<file path="src/rtl/battleship_pkg.sv">
// Shared types and constants for the battleship board: cell encodings, pixel pitches and
// scheduler states.
package battleship_pkg;

    typedef enum logic [1:0] {
        EMPTY = 2'b00,
        SHIP  = 2'b01,
        HIT   = 2'b10,
        MISS  = 2'b11
    } cell_status_e;

    localparam int unsigned ROW_PERIOD  = 48;
    localparam int unsigned LINE_PERIOD = 64;
    localparam int unsigned BOARD_CELLS = 100;

    typedef enum logic [1:0] {
        IDLE,
        CLEAR,
        FIRE_RD,
        FIRE_WR
    } sched_state_e;

    // Result of firing at a cell: ships become hits, water becomes a miss, old shots stay.
    function automatic logic [1:0] fire_update(input logic [1:0] status);
        logic [1:0] result;
        unique case (status)
            SHIP:    result = HIT;
            EMPTY:   result = MISS;
            default: result = status;
        endcase
        return result;
    endfunction

    function automatic logic [6:0] cell_index(input logic [3:0] x, input logic [3:0] y,
                                              input int unsigned cols);
        return 7'((32'(y) * cols) + 32'(x));
    endfunction

endpackage

</file>
<file path="src/rtl/pixel_to_cell.sv">
// Combinational mapping of a pixel coordinate onto a board cell, with an in-range flag.
module pixel_to_cell
    import battleship_pkg::*;
#(
    parameter int unsigned COLS = 10,
    parameter int unsigned ROWS = 10
) (
    input  logic [9:0] row,
    input  logic [9:0] line,
    output logic [3:0] x,
    output logic [3:0] y,
    output logic       in_range
);

    always_comb begin
        x = 4'(line / 10'(LINE_PERIOD));
        // Row pitch is not a power of two: count the multiples of 48 already passed,
        // saturating at 15 (anything that large is off the board anyway).
        y = '0;
        for (int unsigned k = 1; k <= 15; k++) begin
            if ({22'd0, row} >= k * ROW_PERIOD) begin
                y = 4'(k);
            end
        end
        in_range = (32'(x) < COLS) && (32'(y) < ROWS);
    end

endmodule

</file>
<file path="src/rtl/board_cell_scheduler.sv">
// Owns the battleship board, serves the per-pixel display lookup and grants writes, fires
// and clears only during blanking.
module board_cell_scheduler
    import battleship_pkg::*;
#(
    parameter int unsigned COLS = 10,
    parameter int unsigned ROWS = 10
) (
    input  logic       clk_in,
    input  logic       rst_n_in,
    input  logic       enable,
    input  logic [9:0] current_row,
    input  logic [9:0] current_line,
    input  logic       wr_valid,
    output logic       wr_ready,
    input  logic [3:0] wr_x,
    input  logic [3:0] wr_y,
    input  logic [1:0] wr_status,
    input  logic       fire_valid,
    output logic       fire_ready,
    input  logic [3:0] fire_x,
    input  logic [3:0] fire_y,
    output logic       fire_done,
    output logic [1:0] fire_result,
    output logic       fire_err,
    input  logic       clear_req,
    output logic       clear_done,
    output logic       busy,
    output logic [1:0] cell_status,
    output logic [3:0] cell_x,
    output logic [3:0] cell_y
);

    localparam int unsigned CELLS = COLS * ROWS;

    logic [1:0]   board_q [CELLS];
    sched_state_e state_q, state_d;
    logic [6:0]   idx_q, idx_d;
    logic [3:0]   fx_q, fx_d, fy_q, fy_d;
    logic [1:0]   rd_q, rd_d;

    logic         board_we;
    logic [6:0]   board_idx;
    logic [1:0]   board_data;

    logic [3:0]   pix_x, pix_y;
    logic         pix_in_range;
    logic [6:0]   pix_idx;
    logic         wr_in_range, fire_in_range;
    logic [6:0]   fire_idx;
    logic [1:0]   fire_new;

    pixel_to_cell #(
        .COLS (COLS),
        .ROWS (ROWS)
    ) u_pixel_to_cell (
        .row      (current_row),
        .line     (current_line),
        .x        (pix_x),
        .y        (pix_y),
        .in_range (pix_in_range)
    );

    assign pix_idx       = cell_index(pix_x, pix_y, COLS);
    assign wr_in_range   = (32'(wr_x) < COLS) && (32'(wr_y) < ROWS);
    assign fire_in_range = (32'(fx_q) < COLS) && (32'(fy_q) < ROWS);
    assign fire_idx      = cell_index(fx_q, fy_q, COLS);
    assign fire_new      = fire_update(rd_q);
    assign busy          = (state_q != IDLE);

    always_comb begin
        state_d     = state_q;
        idx_d       = idx_q;
        fx_d        = fx_q;
        fy_d        = fy_q;
        rd_d        = rd_q;
        board_we    = 1'b0;
        board_idx   = '0;
        board_data  = EMPTY;
        fire_ready  = 1'b0;
        wr_ready    = 1'b0;
        fire_done   = 1'b0;
        fire_result = EMPTY;
        fire_err    = 1'b0;
        clear_done  = 1'b0;

        unique case (state_q)
            IDLE: begin
                fire_ready = !enable && !clear_req;
                wr_ready   = fire_ready && !fire_valid;
                if (!enable && clear_req) begin
                    state_d = CLEAR;
                    idx_d   = '0;
                end else if (fire_valid && fire_ready) begin
                    fx_d    = fire_x;
                    fy_d    = fire_y;
                    state_d = FIRE_RD;
                end else if (wr_valid && wr_ready && wr_in_range) begin
                    board_we   = 1'b1;
                    board_idx  = cell_index(wr_x, wr_y, COLS);
                    board_data = wr_status;
                end
            end
            CLEAR: begin
                board_we  = 1'b1;
                board_idx = idx_q;
                if (idx_q == 7'(CELLS - 1)) begin
                    clear_done = 1'b1;
                    state_d    = IDLE;
                end else begin
                    idx_d = idx_q + 7'd1;
                end
            end
            FIRE_RD: begin
                rd_d    = fire_in_range ? board_q[fire_idx] : EMPTY;
                state_d = FIRE_WR;
            end
            FIRE_WR: begin
                fire_done = 1'b1;
                state_d   = IDLE;
                if (fire_in_range) begin
                    board_we    = 1'b1;
                    board_idx   = fire_idx;
                    board_data  = fire_new;
                    fire_result = fire_new;
                end else begin
                    fire_err = 1'b1;
                end
            end
            default: state_d = IDLE;
        endcase
    end

    always_ff @(posedge clk_in or negedge rst_n_in) begin
        if (!rst_n_in) begin
            state_q <= IDLE;
            idx_q   <= '0;
            fx_q    <= '0;
            fy_q    <= '0;
            rd_q    <= EMPTY;
        end else begin
            state_q <= state_d;
            idx_q   <= idx_d;
            fx_q    <= fx_d;
            fy_q    <= fy_d;
            rd_q    <= rd_d;
        end
    end

    always_ff @(posedge clk_in or negedge rst_n_in) begin
        if (!rst_n_in) begin
            for (int unsigned i = 0; i < CELLS; i++) begin
                board_q[i] <= EMPTY;
            end
        end else if (board_we) begin
            board_q[board_idx] <= board_data;
        end
    end

    // A half-cleared board is never shown: status reads as empty for the whole sweep.
    always_ff @(posedge clk_in or negedge rst_n_in) begin
        if (!rst_n_in) begin
            cell_status <= EMPTY;
            cell_x      <= 4'hF;
            cell_y      <= 4'hF;
        end else begin
            if (state_q == CLEAR) begin
                cell_status <= EMPTY;
            end
            if (enable) begin
                cell_x <= pix_in_range ? pix_x : 4'hF;
                cell_y <= pix_in_range ? pix_y : 4'hF;
                if (state_q != CLEAR) begin
                    cell_status <= pix_in_range ? board_q[pix_idx] : EMPTY;
                end
            end
        end
    end

endmodule

</file>
<file path="config.mk">
export PLATFORM = sky130hd
export DESIGN_NAME = board_cell_scheduler
export DESIGN_NICKNAME = d
export VERILOG_FILES = /design/src/rtl/battleship_pkg.sv /design/src/rtl/pixel_to_cell.sv /design/src/rtl/board_cell_scheduler.sv
export SDC_FILE = /design/constraint.sdc
export NUM_CORES = 1
export LEC_CHECK = 0
export ABC_CLOCK_PERIOD_IN_PS = 5300
export BUFFER_PORTS_ARGS = -buffer_cell sky130_fd_sc_hd__buf_2
export CAP_MARGIN = 20
export CORE_MARGIN = 10
export CORE_UTILIZATION = 67
export CTS_CLUSTER_SIZE = 14
export DETAILED_ROUTE_END_ITERATION = 7
export HOLD_SLACK_MARGIN = 0.08
export PLACE_DENSITY = 0.9
export SYNTH_ARGS = -nofsm -noshare
export SYNTH_HDL_FRONTEND = slang
export SYNTH_SLANG_ARGS = --single-unit
</file>
<file path="constraint.sdc">
create_clock -name clk_in -period 5.3 [get_ports clk_in]
set_input_delay 0.53 -clock clk_in [delete_from_list [all_inputs] [get_ports clk_in]]
set_output_delay 0.53 -clock clk_in [all_outputs]
set_load 0.05 [all_outputs]
</file>
### After elaboration in Yosys (flattened, before gate mapping)

Index checks and enable logic that the tools add are counted.

* bits of input ports: 44
* flip-flop bits (word level): 229
* word-level logic and storage cells: 236

* mux-type cells: 62
* bitwise operators: 4
* reduce and logical (&&, ||, !) cells: 20
* add/sub/neg operators: 4
* equality and inequality tests: 10
* magnitude comparators: 25
* multipliers: 3

Operators with widths (number)
* 200-bit bitwise mux: 1
* 10-bit greater-or-equal comparator (second input constant): 5
* 10-bit by 9-bit greater-or-equal comparator with 1-bit output (second input constant): 5
* 7-bit 2-to-1 mux: 6
* 2-bit 2-to-1 mux: 20
* 4-bit 2-to-1 mux: 10
* 10-bit by 8-bit greater-or-equal comparator with 1-bit output (second input constant): 3
* 2-bit binary-select mux with 7-bit select: 2
* 8-bit greater-or-equal comparator (second input constant): 3
* 4-bit < comparator (second input constant): 6
* 7-bit inverter with 8-bit output: 3
* 7-bit by 4-bit adder with 7-bit output: 3
* 7-bit case mux with 3 select lines: 1
* 4-bit by 3-bit multiplier with 6-bit output (second input constant): 3
* 2-bit demux with 7-bit select: 1
* 7-bit case mux with 2 select lines: 1
* 1-bit 2-to-1 mux: 12
* 3-bit 2-to-1 mux: 4
* 10-bit by 6-bit greater-or-equal comparator with 1-bit output (second input constant): 1
* 10-bit by 7-bit greater-or-equal comparator with 1-bit output (second input constant): 1
* 1-bit logical AND: 10
* 8-bit by 1-bit < comparator with 1-bit output (second input constant): 1
* 2-bit case mux with 2 select lines: 2
* 2-bit case mux with 4 select lines: 1
* other kinds (14): 23

### Logic depth before layout (Yosys ltp)

* depth after elaboration: 25
* mapped depth: 19
* depth with buffers taken out: 17

### By module

Synthesis repeated with hierarchy kept, for this count alone.

* cell total of the unflattened synthesis: 1147
* area total of the unflattened synthesis: 14176.1 um^2

Modules (own cells, without submodules)
* board_cell_scheduler: area each 13894.6 um^2, instances 1, cells an instance 1105
* pixel_to_cell: area each 281.5 um^2, instances 1, cells an instance 42

### Worst setup path after synthesis

No wires, ideal clock.

* path type: in2reg
* start point: in current_row[7]
* end point: reg cell_status[1]
* setup time: 120 ps
* arrival time: 4253 ps
* data required time: 5180 ps
* stages: 18
* path slack: 927 ps
* cell sequence: clkbuf_1 -> inv_1 -> a31oi_1 -> o22ai_1 -> a21oi_1 -> nor2_1 -> a21oi_1 -> ha_1 -> inv_1 -> fa_1 -> xnor2_1 -> clkbuf_1 -> mux2_2 -> o22ai_1 -> nor4_1 -> a2111oi_0 -> a21oi_1 -> a31o_2

* longest elaborated chain between the ends: 25
* elaborated cells between the ends (all ways): 41
* those cells by class: 1 x add/sub; 1 x mul; 16 x order compare; 21 x mux; 1 x bitwise; 1 x reduce/logical

Ends and longest elaborated chain
* start, declared: RTL line board_cell_scheduler.sv:12 `input logic [9:0] current_row,`
* 10-bit by 6-bit greater-or-equal comparator with 1-bit output: RTL line pixel_to_cell.sv:21 `if ({22'd0, row} >= k * ROW_PERIOD) begin`
* 1-bit 2-to-1 mux: RTL line pixel_to_cell.sv:21
* 2-bit 2-to-1 mux (2 in a row): RTL line pixel_to_cell.sv:21
* 3-bit 2-to-1 mux (4 in a row): RTL line pixel_to_cell.sv:21
* 4-bit 2-to-1 mux (7 in a row): RTL line pixel_to_cell.sv:21
* 4-bit 2-to-1 mux *: RTL line pixel_to_cell.sv:21
* 4-bit by 3-bit multiplier with 6-bit output: RTL line battleship_pkg.sv:36 `return 7'((32'(y) * cols) + 32'(x));`
* 7-bit by 4-bit adder with 7-bit output: RTL line battleship_pkg.sv:36
* 7-bit inverter with 8-bit output (not written as such): RTL line board_cell_scheduler.sv:174 `cell_status <= pix_in_range ? board_q[pix_idx] : EMPTY;`
* 2-bit binary-select mux with 7-bit select: RTL line board_cell_scheduler.sv:174
* 2-bit 2-to-1 mux (not written as such) (2 in a row): RTL line board_cell_scheduler.sv:174
* 2-bit 2-to-1 mux *: RTL line board_cell_scheduler.sv:174
* 2-bit 2-to-1 mux *: RTL line board_cell_scheduler.sv:173 `if (state_q != CLEAR) begin`
* 2-bit 2-to-1 mux *: RTL line board_cell_scheduler.sv:170 `if (enable) begin`
* end signal, assigned: RTL line board_cell_scheduler.sv:174
* end, declared: RTL line board_cell_scheduler.sv:29 `output logic [1:0] cell_status,`

Mark *: on every way between the ends. The rest lies on a longest branch, timed or not. The select of a mux whose other input is x is not followed.
A chain may end at the register's enable or synchronous reset.

### Worst setup path after layout

* start point: reg fy_q[1]
* end point: reg board_q[77] (netlist bit)

* longest elaborated chain between the ends: 10
* elaborated cells between the ends (all ways): 17
* those cells by class: 1 x add/sub; 1 x mul; 3 x order compare; 9 x mux; 1 x bitwise; 2 x reduce/logical

Ends and longest elaborated chain
* start, declared: RTL line board_cell_scheduler.sv:39 `logic [3:0] fx_q, fx_d, fy_q, fy_d;`
* start signal, assigned: RTL line board_cell_scheduler.sv:145 `fy_q <= fy_d;`
* 4-bit by 3-bit multiplier with 6-bit output / 4-bit < comparator (equally long branches): RTL line battleship_pkg.sv:36, board_cell_scheduler.sv:66
* 7-bit by 4-bit adder with 7-bit output / 1-bit logical AND (equally long branches): RTL line battleship_pkg.sv:36, board_cell_scheduler.sv:66
* 7-bit 2-to-1 mux: RTL line board_cell_scheduler.sv:121 `if (fire_in_range) begin`
* 7-bit case mux with 3 select lines: RTL line board_cell_scheduler.sv:87 `unique case (state_q)`
* 7-bit inverter with 8-bit output (not written as such): RTL line board_cell_scheduler.sv:156 `board_q[board_idx] <= board_data;`
* 8-bit greater-or-equal comparator (not written as such) / 8-bit by 1-bit < comparator with 1-bit output (equally long branches): RTL line board_cell_scheduler.sv:156
* 1-bit logical AND (not written as such): RTL line board_cell_scheduler.sv:156
* 2-bit 2-to-1 mux (not written as such): RTL line board_cell_scheduler.sv:156
* 2-bit demux with 7-bit select: RTL line board_cell_scheduler.sv:156
* 200-bit bitwise mux: RTL line board_cell_scheduler.sv:156
* end signal, assigned by index: RTL line board_cell_scheduler.sv:156
* end, declared: RTL line board_cell_scheduler.sv:36 `logic [1:0] board_q [CELLS];`

Several ways; a longest one is shown, not always the timed one.

==> flow_summary_export.csv <==
group,metric,value,unit
worst_setup_path,crit_chain,"ha_1 > ha_1 > inv_1 > fa_1 > nand2b_1 > and3b_1 > xnor2_1 > a211o_1 > nor3_4 > nor3b_2 > mux2_2",
placement,portBuffers,51,
yosys,yosysSeqAreaShare,40.7,%
cts,clock-sinks,229,
min_path,holdCritPathClass,"in2async",
cts,post_cts.repair.setup_buffers,0,
cts,clock-root-buffer,"clkbuf_16",
timing,timing.final.crit_share,79.0,%
power,finalPower,7590,uW
floorplan,rows,53,
floorplan,die_y,165,um
power,pwr-share-comb,46.9,%
yosys,syn_area,0.0141,sq mm
timing,rsz0062_at_grt,"no",
cells_and_area,seqCellArea,0.00574,sq mm
worst_setup_path,path_class,"reg2reg",
route,dr.pass1.iters,6,
cts,cts_tree,"yes",
route,avgViaCountPerCell,7.38,
timing,setup_violations,0,
route,num_vias,10736,
timing,final-hold-violation-count,0,
power,powerDensity,491,mW/mm^2
yosys,synth.most_common_cell,"dfrtp_1",
power,seq_power_share,28.1,%
floorplan,die_x,165,um
yosys,synth_cell_types,83,
timing,setup_tns,0,ns
cells_and_area,fill_cells,1237,
run_status,status,"finished, final reports clean",
cells_and_area,layout.cells.non_filler,1455,
worst_setup_path,timing.critical_path.mode_cell,"ha_1",
yosys,synth_top_area_share,39.2,%
placement,dp_cells,1409,
power,ir_drop,0.000684,V
global_route,grt_max_degree,125,
global_route,grt_pass1_vias,11337,
yosys,syn_avg_cell_area,12.4,sq um
cells_and_area,nets,1236,
yosys,synth_warnings,0,
route,wl,39100,um
floorplan,coreArea,0.0209,sq mm
worst_setup_path,start_kind,"flip-flop",
worst_setup_path,cp-end-kind,"flip-flop",
global_route,grt_use_met2,44.3,%
worst_setup_path,crit_slowest_cell,"nor3_4",
worst_setup_path,crit_arrival,4.61,ns
cells_and_area,antennaDiodeCount,0,
global_route,antenna_found_initial,0,
cts,clock_path_buffers,3,
yosys,async_flop_share,100,%
global_route,grt_util_met1,35.6,%
yosys,yosys.area.top_type,"dfrtp_1",
yosys,synth_flop_cell,"dfrtp_1",
timing,setup_slack,1.11,ns
timing,tightest_slew,1.16,ns
global_route,grt_pass1_wl,62000,um
cts,cts_resized,0,
timing,max_freq,239,MHz
power,clockPowerShare,25.0,%
yosys,syn-num-nets,1213,
timing,fin_skew,0.0145,ns
route,drc,0,
cells_and_area,syn_to_final_growth,9.64,%
worst_setup_path,worstPathMaxFanout,16,
cells_and_area,layout.core_utilization,74.1,%
power,p_sw_share,44.5,%
power,power_leakage,0.00688,uW
timing,period_needed,4.19,ns
floorplan,initial_utilization,67.6,%
placement,place.gp.congestion,1.01,
yosys,synthTopCellsByCount,"221 x dfrtp_1, 211 x mux2_2, 100 x mux4_2, 83 x nand2_1, 71 x nor2_1",
floorplan,ios,62,
cts,htree_levels,1,
power,p_sw,3380,uW
cts,path_clk_slew,0.06,ns
placement,dp_hpwl,26000,um
route,wire_per_inst,26.9,um
yosys,synth_edf_count,0,
global_route,globalRouteMet3Util,8.60,%
cts,clkLatencyLatePin,0.54,ns
yosys,syn_inst,1138,
cts,cts_buffers,25,
route,drt_iter0_drc,1434,
cells_and_area,multi_input_area,0.00797,sq mm
run,cap_violations,0,
global_route,gr-max-usage-layer,"met2",
cells_and_area,drive_above_1_share,40.6,%
route,drtAntennaViolNets,0,
yosys,yosys-top-cells-area,"dfrtp_1 39%, mux2_2 17%, mux4_2 16%, ha_1 2.2%, nand2_1 2.2%",
timing,slew_headroom,21.8,%
placement,place_ws,0.718,ns
yosys,ys_ff_latch,229,
worst_setup_path,required,5.73,ns
global_route,gr-total-overflow,0,
global_route,grt_usage,28.9,%
timing,slew_viol_final,0,
worst_setup_path,slowest_delay,0.68,ns
floorplan,die_area,0.0273,sq mm
power,p_int,4210,uW
cts,cts_hold_buf,0,
## through the flow
stage          hold slack (ns)  area, sq um
2_1_floorplan            0.234        14100
3_3_place_gp             0.481        14600
3_5_place_dp             0.498        14600
4_1_cts                  0.134        15500
5_1_grt                  0.161        15500
6_report                0.0639        15500
## layout by cell type, fill, tap and decap left out, drive strengths merged, types with 11 or more instances in the layout
cell type and instances:
dfrtp 221, mux2 220, mux4 100, nand2 89
nor2 72, buf 70, nand3 37, clkbuf 34
inv 29, ha 25, a21oi 20, o21ai 17
nor3 17, and3 13, o22ai 12, mux2i 11
## final timing paths
check,from,endpoint,slack (ns),cells after the start
worst max register to register,fy_q[1],board_q[77],1.11,11
worst min register to register,board_q[142],board_q[142],0.52,1
min in group clk_in,fire_y[1],fy_q[1],0.23,2
worst min-delay path,rst_n_in,fy_q[0],0.06,1
worst max-delay path,fy_q[1],board_q[77],1.11,11
max in group asynchronous,rst_n_in,board_q[8],3.82,2
## critical path, delay by kind of cell, from the launching register on
kind	cells	cell delay, ns
and+or+nand+nor	4	1.44
adders and majority gates	3	0.95
AOI/OAI and AO/OA	1	0.58
DFF	1	0.45
muxes	1	0.36
xor gates and xnor gates	1	0.22
buffers and inverters	1	0.06
## flip-flops by register name, indices dropped and copies added (netlist names)
register     cells
rd_q             2
board_q        200
idx_q            7
cell_status      2
state_q          2
fx_q             4
cell_y           4
fy_q             4
cell_x           4
## cell families after synthesis
kind of cell	after synthesis	synth area share, %
AOI/OAI and AO/OA	130	6.80
xor gates and xnor gates	15	0.931
adders and majority gates	32	3.14
buffers and inverters	103	3.07
DFF	229	40.7
muxes	331	34.3
and+or+nand+nor	298	11.0
## cell type report
cell class | instances | share of cell area [%]
clock buffers | 34 | 4.65
clock inverters | 12 | 1.12
inverters | 29 | 0.703
multi-input cells | 806 | 51.5
flip-flops and latches | 229 | 37.1
well taps | 275 | 2.22
repair buffers | 70 | 2.65
## routing by layer
metal  vias to the layer above  share of wire [%]  wire (um)
met5                         -                  0          0
met4                         0                7.3       2860
met3                       248                 12       4610
met2                       723                 45      17700
met1                      5386                 36      13900
li1                       4379                  -          -
## power by group through the flow
stage | combinational (uW) | clock (uW) | sequential, uW
2_1_floorplan | 2390 | 0 | 2050
3_3_place_gp | 3240 | 0 | 2140
3_5_place_dp | 3340 | 0 | 2150
4_1_cts | 3390 | 1900 | 2130
5_1_grt | 3680 | 1970 | 2160
6_report | 3560 | 1900 | 2130
No activity file was read; power rests on OpenSTA's default activity.
